## src/rtl/pll_reset_pkg.sv

```systemverilog
// ---------------------------------------------------------------------------
// pll_reset_pkg
// Shared types and helpers for the PLL reset sequencer.
//   prs_state_t  : sequencer state; the encoding is visible on state_o
//   PRS_STATE_W  : width of the state encoding
//   max_int      : elaboration-time max, used to size the shared counter
// ---------------------------------------------------------------------------
package pll_reset_pkg;

    localparam int PRS_STATE_W = 2;

    typedef enum logic [PRS_STATE_W-1:0] {
        WAIT_LOCK = 2'd0,
        FILTER    = 2'd1,
        HOLD      = 2'd2,
        RUN       = 2'd3
    } prs_state_t;

    function automatic int max_int(input int a, input int b);
        return (a > b) ? a : b;
    endfunction

endpackage

```

## src/rtl/pll_reset_seq_sync_ff.sv

```systemverilog
// ---------------------------------------------------------------------------
// sync_ff
// N-flop synchronizer for a single asynchronous bit.
// Generic enough for any single-bit clock-domain crossing.
// Parameters:
//   STAGES     number of flops in the chain (>= 2)
//   RESET_VAL  value loaded into every flop while reset is high
// Ports:
//   clock  in   destination clock
//   reset  in   asynchronous, active-high
//   d      in   asynchronous input bit
//   q      out  synchronized bit, STAGES clock edges behind d
// ---------------------------------------------------------------------------
module sync_ff #(
    parameter int   STAGES    = 2,
    parameter logic RESET_VAL = 1'b0
) (
    input  logic clock,
    input  logic reset,
    input  logic d,
    output logic q
);

    logic [STAGES-1:0] chain;

    // d enters at bit 0 and reaches the top bit after STAGES edges.
    always_ff @(posedge clock or posedge reset) begin
        if (reset) begin
            chain <= {STAGES{RESET_VAL}};
        end else begin
            chain <= {chain[STAGES-2:0], d};
        end
    end

    assign q = chain[STAGES-1];

endmodule

```

## src/rtl/pll_reset_seq.sv

```systemverilog
// ---------------------------------------------------------------------------
// pll_reset_seq
// Reset sequencer in the PLL output clock domain. Holds the downstream reset
// until the PLL lock flag has been stably high for a qualification window
// plus a hold-off period, and re-asserts it as soon as lock is lost.
// Optional feature macro: PLL_RESET_LOSS_CNT_EN
//   defined   : loss_count counts RUN->WAIT_LOCK transitions, saturating
//   undefined : no counter flops, loss_count is tied to zero
// Ports:
//   clock       in   PLL output clock, rising edge
//   reset       in   asynchronous, active-high
//   locked      in   PLL lock flag, asynchronous to clock
//   rst_out     out  active-high reset for the PLL clock domain (registered)
//   ready       out  high only in RUN, always ~rst_out (registered)
//   state_o     out  current state encoding
//   loss_count  out  saturating lock-loss event count
// ---------------------------------------------------------------------------
module pll_reset_seq
    import pll_reset_pkg::*;
#(
    parameter int SYNC_STAGES   = 2,
    parameter int FILTER_CYCLES = 1024,
    parameter int HOLD_CYCLES   = 16,
    parameter int LOSS_CNT_W    = 8
) (
    input  logic                   clock,
    input  logic                   reset,
    input  logic                   locked,
    output logic                   rst_out,
    output logic                   ready,
    output logic [PRS_STATE_W-1:0] state_o,
    output logic [LOSS_CNT_W-1:0]  loss_count
);

    // One counter serves both FILTER and HOLD, so it is sized for the longer.
    localparam int CNT_W = $clog2(max_int(FILTER_CYCLES, HOLD_CYCLES)) + 1;

    logic             lock_s;
    prs_state_t       state;
    logic [CNT_W-1:0] cnt;

    sync_ff #(
        .STAGES    (SYNC_STAGES),
        .RESET_VAL (1'b0)
    ) u_lock_sync (
        .clock (clock),
        .reset (reset),
        .d     (locked),
        .q     (lock_s)
    );

    // Loss of lock is checked before the terminal count in every state, so a
    // drop on the same cycle as the terminal count always wins. rst_out and
    // ready only change on entering or leaving RUN.
    always_ff @(posedge clock or posedge reset) begin
        if (reset) begin
            state   <= WAIT_LOCK;
            cnt     <= '0;
            rst_out <= 1'b1;
            ready   <= 1'b0;
        end else begin
            case (state)
                WAIT_LOCK: begin
                    if (lock_s) begin
                        state <= FILTER;
                        cnt   <= '0;
                    end
                end
                FILTER: begin
                    if (!lock_s) begin
                        state <= WAIT_LOCK;
                        cnt   <= '0;
                    end else if (cnt == CNT_W'(FILTER_CYCLES - 1)) begin
                        state <= HOLD;
                        cnt   <= '0;
                    end else begin
                        cnt <= cnt + 1'b1;
                    end
                end
                HOLD: begin
                    if (!lock_s) begin
                        state <= WAIT_LOCK;
                        cnt   <= '0;
                    end else if (cnt == CNT_W'(HOLD_CYCLES - 1)) begin
                        state   <= RUN;
                        cnt     <= '0;
                        rst_out <= 1'b0;
                        ready   <= 1'b1;
                    end else begin
                        cnt <= cnt + 1'b1;
                    end
                end
                RUN: begin
                    if (!lock_s) begin
                        state   <= WAIT_LOCK;
                        cnt     <= '0;
                        rst_out <= 1'b1;
                        ready   <= 1'b0;
                    end
                end
                default: begin
                    state   <= WAIT_LOCK;
                    cnt     <= '0;
                    rst_out <= 1'b1;
                    ready   <= 1'b0;
                end
            endcase
        end
    end

    assign state_o = state;

`ifdef PLL_RESET_LOSS_CNT_EN
    logic [LOSS_CNT_W-1:0] loss_q;

    // Only losses out of RUN are counted; drops during qualification are not.
    always_ff @(posedge clock or posedge reset) begin
        if (reset) begin
            loss_q <= '0;
        end else if ((state == RUN) && !lock_s && (loss_q != '1)) begin
            loss_q <= loss_q + 1'b1;
        end
    end

    assign loss_count = loss_q;
`else
    assign loss_count = '0;
`endif

endmodule
```

## config.mk

```make
export PLATFORM = sky130hd
export DESIGN_NAME = pll_reset_seq
export DESIGN_NICKNAME = d
export VERILOG_FILES = /design/src/rtl/pll_reset_pkg.sv /design/src/rtl/pll_reset_seq_sync_ff.sv /design/src/rtl/pll_reset_seq.sv
export SDC_FILE = /design/constraint.sdc
export NUM_CORES = 1
export LEC_CHECK = 0
export ABC_AREA = 1
export ABC_CLOCK_PERIOD_IN_PS = 2320
export BUFFER_PORTS_ARGS = -buffer_cell sky130_fd_sc_hd__buf_4
export CAP_MARGIN = 20
export CORE_MARGIN = 4
export CORE_UTILIZATION = 60
export CTS_BUF_LIST = sky130_fd_sc_hd__clkbuf_2
export CTS_CLUSTER_DIAMETER = 30
export DETAILED_ROUTE_END_ITERATION = 8
export HOLD_SLACK_MARGIN = 0.06
export MAX_ROUTING_LAYER = met4
export PLACE_DENSITY = 0.86
export SYNTH_ARGS = -nofsm -noshare
export SYNTH_HDL_FRONTEND = slang
export SYNTH_SLANG_ARGS = --single-unit
export TNS_END_PERCENT = 1
```

## constraint.sdc

```tcl
create_clock -name clock -period 2.32 [get_ports clock]
set_input_delay 0.696 -clock clock [delete_from_list [all_inputs] [get_ports clock]]
set_output_delay 0.696 -clock clock [all_outputs]
set_load 0.01 [all_outputs]
```

---- Word level (Yosys, flattened, before mapping) ----
Index checks and enable logic that the tools add are counted.
word-level totals
  bits in registers ....................... 17
  input port bits ......................... 3
  output and inout port bits .............. 12
  word-level logic and storage cells ...... 44
operators by class
  add/sub/neg operators ................... 1
  equality and inequality tests ........... 11
  mux-type cells .......................... 22
  reduce and logical (&&, ||, !) cells .... 5
operators by type and width
  operator                                                                 number
  11-bit 2-to-1 mux                                                        6
  11-bit case mux with 4 select lines                                      1
  2-bit 2-to-1 mux                                                         6
  11-bit by 1-bit adder with 11-bit output, second input constant          1
  11-bit by 10-bit equality test with 1-bit output, second input constant  1
  11-bit by 4-bit equality test with 1-bit output, second input constant   1
  2-bit case mux with 4 select lines                                       1
  4-bit AND reduction                                                      2
  1-bit 2-to-1 mux                                                         6
  3-bit != test, second input constant                                     2
  2-bit equality test, second input constant                               2
  2-bit by 1-bit != test with 1-bit output, second input constant          2
  2-bit != test, second input constant                                     2
  1-bit case mux with 2 select lines                                       2
  2-bit by 1-bit equality test with 1-bit output, second input constant    1
  2-bit zero test                                                          1
  2-bit AND reduction                                                      1
  2-bit nonzero test                                                       1

---- Logic depth before layout (Yosys ltp) ----
  word-level depth ........................ 4
  mapped depth ............................ 11
  depth with buffers taken out ............ 11

---- Modules after synthesis ----
Synthesis repeated with hierarchy kept, for this count alone.
unflattened totals
  cells, all modules ...................... 137
  area total of the unflattened synthesis .. 1138.6 µm²
modules (own cells, without submodules)
  module         instances  cells each  area an instance (µm²)  sequential area each (µm²)
  pll_reset_seq  1          134         1084.8                  376.6
  sync_ff        1          3           53.8                    50.0

---- Least setup slack after synthesis ----
Ideal clock, no wire load.
  path kind ............................... flip-flop to flip-flop
  start point ............................. register state[0] (netlist: state_o[0])
  end point ............................... register cnt[9]
  setup time .............................. 0.073 ns
  data arrival time ....................... 1.373 ns
  path slack .............................. 0.874 ns
  cell stages (with the launch flop) ...... 12
  buffers on the path ..................... 0
  period minus slack after synthesis ...... 1.446 ns
  cell sequence ........................... dfrtp_1 -> inv_1 -> ha_1 -> inv_1 -> nand2_1 -> nand2_4 -> nand2_1 -> nor2_2 -> nand3_1 -> nand2_1 -> nand2_1 -> a21oi_2
between the ends
  longest elaborated chain between the ends .. 3
RTL lines
  what                                                                                 RTL line             RTL
  from (decl)                                                                          pll_reset_seq.sv:39  prs_state_t state;
  from (signal assigned)                                                               pll_reset_seq.sv:57  state <= WAIT_LOCK;
  from (signal assigned)                                                               pll_reset_seq.sv:65  state <= FILTER;
  from (signal assigned)                                                               pll_reset_seq.sv:71  state <= WAIT_LOCK;
  2-bit equality test or 2-bit zero test (tied branches)                               pll_reset_seq.sv:62  case (state)
  2-bit != test (no line) or 2-bit by 1-bit != test with 1-bit output (tied branches)  n/a
  2-bit AND reduction (no line)                                                        n/a
  to (signal assigned)                                                                 pll_reset_seq.sv:77  cnt <= cnt + 1'b1;
  to (signal assigned)                                                                 pll_reset_seq.sv:90  cnt <= cnt + 1'b1;
  to (decl)                                                                            pll_reset_seq.sv:40  logic [CNT_W-1:0] cnt;
Several ways; a longest one is shown, not always the timed one.
A chain may end at the register's enable or synchronous reset.

---- Worst setup path in the final report ----
  start point ............................. register state[0] (netlist: state_o[0])
  end point ............................... register cnt[3]
Same word-level chain as after synthesis.

==> flow_summary.yaml <==
status:
  status: "completed"
synthesis:
  yosys.area.top_type: "dfrtp_1"
  synth.top_cell.area_share_pct: 35.4
  synthFlopType: "dfrtp_1"
  synth.area.top_cells: "dfrtp_1 (35%), nand2_1 (11%), inv_1 (8.6%)"
  synth_common_cells: "nand2_1 (32), inv_1 (26), dfrtp_1 (16)"
  seq_area_frac_synth_pct: 37.7
  syn_inst: 150
  syn_area_per_cell_sq_um: 7.54
  synth_most_common_cell: "nand2_1"
  ys_warn_count: 0
  ys_ff_latch: 17
  synthArstFlopShare_pct: 100
  synth_edf_count: 0
  netlist-cell-type-count: 28
  netlist_area_sq_um: 1130
cts:
  cts_tree: "yes"
  holdBufCountCts: 0
  root_buffer: "clkbuf_2"
  insertion_delay_ns: 0.32
  clockBufferDepth: 2
  clkSlewWorstSetupHoldPaths_ns: 0.17
  htreeDepth: 1
  cts_inserted_buffers: 3
  cts_resized: 0
  clock_sinks: 17
  post_cts_buffers: 0
worst_setup_path:
  end_kind: "flip-flop"
  start_kind: "flip-flop"
  arrival_ns: 1.95
  crit_path_max_fanout: 18
  crit_type: "reg2reg"
  required_ns: 2.58
drt:
  vias: 928
  drt_iter0_drc: 17
  routedWlPerCell_um: 11.8
  ant_nets: 0
  route.detailed.drc: 0
  drt-pass1-iter-count: 4
  wirelength_um: 2150
  viasPerCell: 5.07
global_route:
  grt_use_total_pct: 20.2
  antenna_found_initial: 0
  grt-ovfl-total: 0
  grt_first_pass_wirelength_um: 3750
  grt_max_degree: 19
  grt_pass1_vias: 889
pwr:
  p_int_uw: 502
  swShare_pct: 43.1
  p_switching_uw: 380
  power.density_nw_per_um2: 741
  p_seq_share_pct: 41.5
  ir_worst_vdd_uv: 665
  pwr-share-comb_pct: 42.8
  power_frac_clock_pct: 15.7
  leakagePower_uw: 0.000631
timing:
  final.setup.tns_ns: 0
  hold_violations: 0
  fin_crit_ns: 1.69
  drv_slew: 0
  worst_pin_slew_ns: 0.608
  rsz0062_at_grt: "false"
  finalSetupViolations: 0
  fin_ws_ns: 0.629
  holdWs_ns: 0.392
  finalCritPeriodShare_pct: 72.9
  finalClockSkew_ns: 0.00861
  maxSlewHeadroom_pct: 59.4
  fmax_ghz: 0.591
floorplan:
  dieWidth_um: 51.4
  rows: 15
  start_util_pct: 64.1
  num_io_pins: 15
  dieArea_sq_um: 2640
  dieHeight_um: 51.4
  core_area_sq_um: 1760
place:
  dp_hpwl_um: 1680
  dpl_worst_slack_ns: 0.662
  portBuffers: 6
  gp_congestion: 0.892
  postPlaceCellArea_sq_um: 1170
final_layout:
  design_area_sq_um: 1190
  n_antenna_cell: 0
  area_growth_pct: 5.09
  fillers: 151
  drive_above_1_share_pct: 17.1
  nets: 168
hold_path:
  holdCritPathClass: "reg2reg"
flow_run:
  cap_violations: 0
==> critical path, cell delays in order, from the launching register on <==
cell     delay, ns
dfrtp_1       0.46
inv_1         0.11
ha_1          0.20
inv_1         0.05
nand2_1       0.09
nand2_4       0.19
inv_1         0.13
nor2_2        0.18
nand3_1       0.09
o22ai_1       0.13
==> area by class of cell <==
class,instances,area [sq um],area share (%)
clock buffer,3,15.0,1.26
clock inverter,1,5.00,0.421
inverter,27,101,8.53
multi-input combinational,104,564,47.5
sequential,17,427,35.9
tap,25,31.3,2.63
timing repair buffer,6,45.0,3.79
==> sequential cells by signal (all words and copies together), names as in the netlist <==
| signal | cells |
|---|---|
| state_o | 2 |
| rst_out | 1 |
| ready | 1 |
| u_lock_sync.chain | 2 |
| cnt | 11 |
==> power by group through the flow <==
stage               sequential (uW)  clock (uW)  combinational, uW
floorplan                       378           0                271
global placement                368           0                351
detailed placement              372           0                372
CTS                             366         142                374
global route                    372         152                420
finish                          366         138                377
==> logic make-up (layout without fill, tap and decap cells) <==
group	after synthesis	count (layout)	synth area share (%)
AO/OA/AOI/OAI	18	18	8.96
AND/OR/NAND/NOR	70	70	30.1
other	1	8	0.332
flip-flops	17	17	37.7
XOR/XNOR	2	2	1.55
buffers and inverters	36	37	14.7
adder cells (fa/ha/maj)	6	6	6.64
==> final timing paths <==
check / from / to / slack, ns / cells past startpoint
min in group asynchronous: reset / u_lock_sync.chain[0] / 0.42 / 2
max in group asynchronous: reset / cnt[10] / 1.50 / 2
setup / recovery: state_o[0] / cnt[3] / 0.63 / 9
hold reg to reg: u_lock_sync.chain[0] / u_lock_sync.chain[1] / 0.39 / 0
setup reg to reg: state_o[0] / cnt[3] / 0.63 / 9
hold / removal: u_lock_sync.chain[0] / u_lock_sync.chain[1] / 0.39 / 0
==> per-stage QoR <==
stage / utilization (%) / instances / total power [uW]
after global routing: 67.4 / 183 / 944
after detailed placement: 66.2 / 179 / 744
after global placement: 66.2 / 179 / 719
after CTS: 67.4 / 183 / 883
final: 67.4 / 183 / 881
after floorplan: - / 157 / 648
==> per-layer routing <==
layer / up-vias / GRT usage (%) / share of wire (%)
li1: 469 / - / -
met1: 421 / 23.7 / 44
met2: 31 / 30.9 / 47
met3: 7 / 4.08 / 5.8
met4: 0 / 14.0 / 3.3
met5: - / - / 0
==> placed cells by master (no fill, tap or decap) <==
cell and count:
o22ai_1 1, o21ai_2 1, inv_2 1, dfrtp_1 16
buf_4 6, nand2_2 5, o21ai_0 4, nor3_1 3
clkbuf_2 3, a21oi_1 7, o21bai_1 1, nor2_2 3
nand3_2 1, nand4_1 3, o21ai_1 3, xnor2_1 1
a21oi_2 1, conb_1 8, nor2_4 1, nand3_1 12
nand2_1 32, clkinv_2 1, or2_2 1, ha_1 6
xor2_1 1, nand2_4 2, dfstp_2 1, nor2_1 7
inv_1 26
Power figures use the tool's default switching activity.
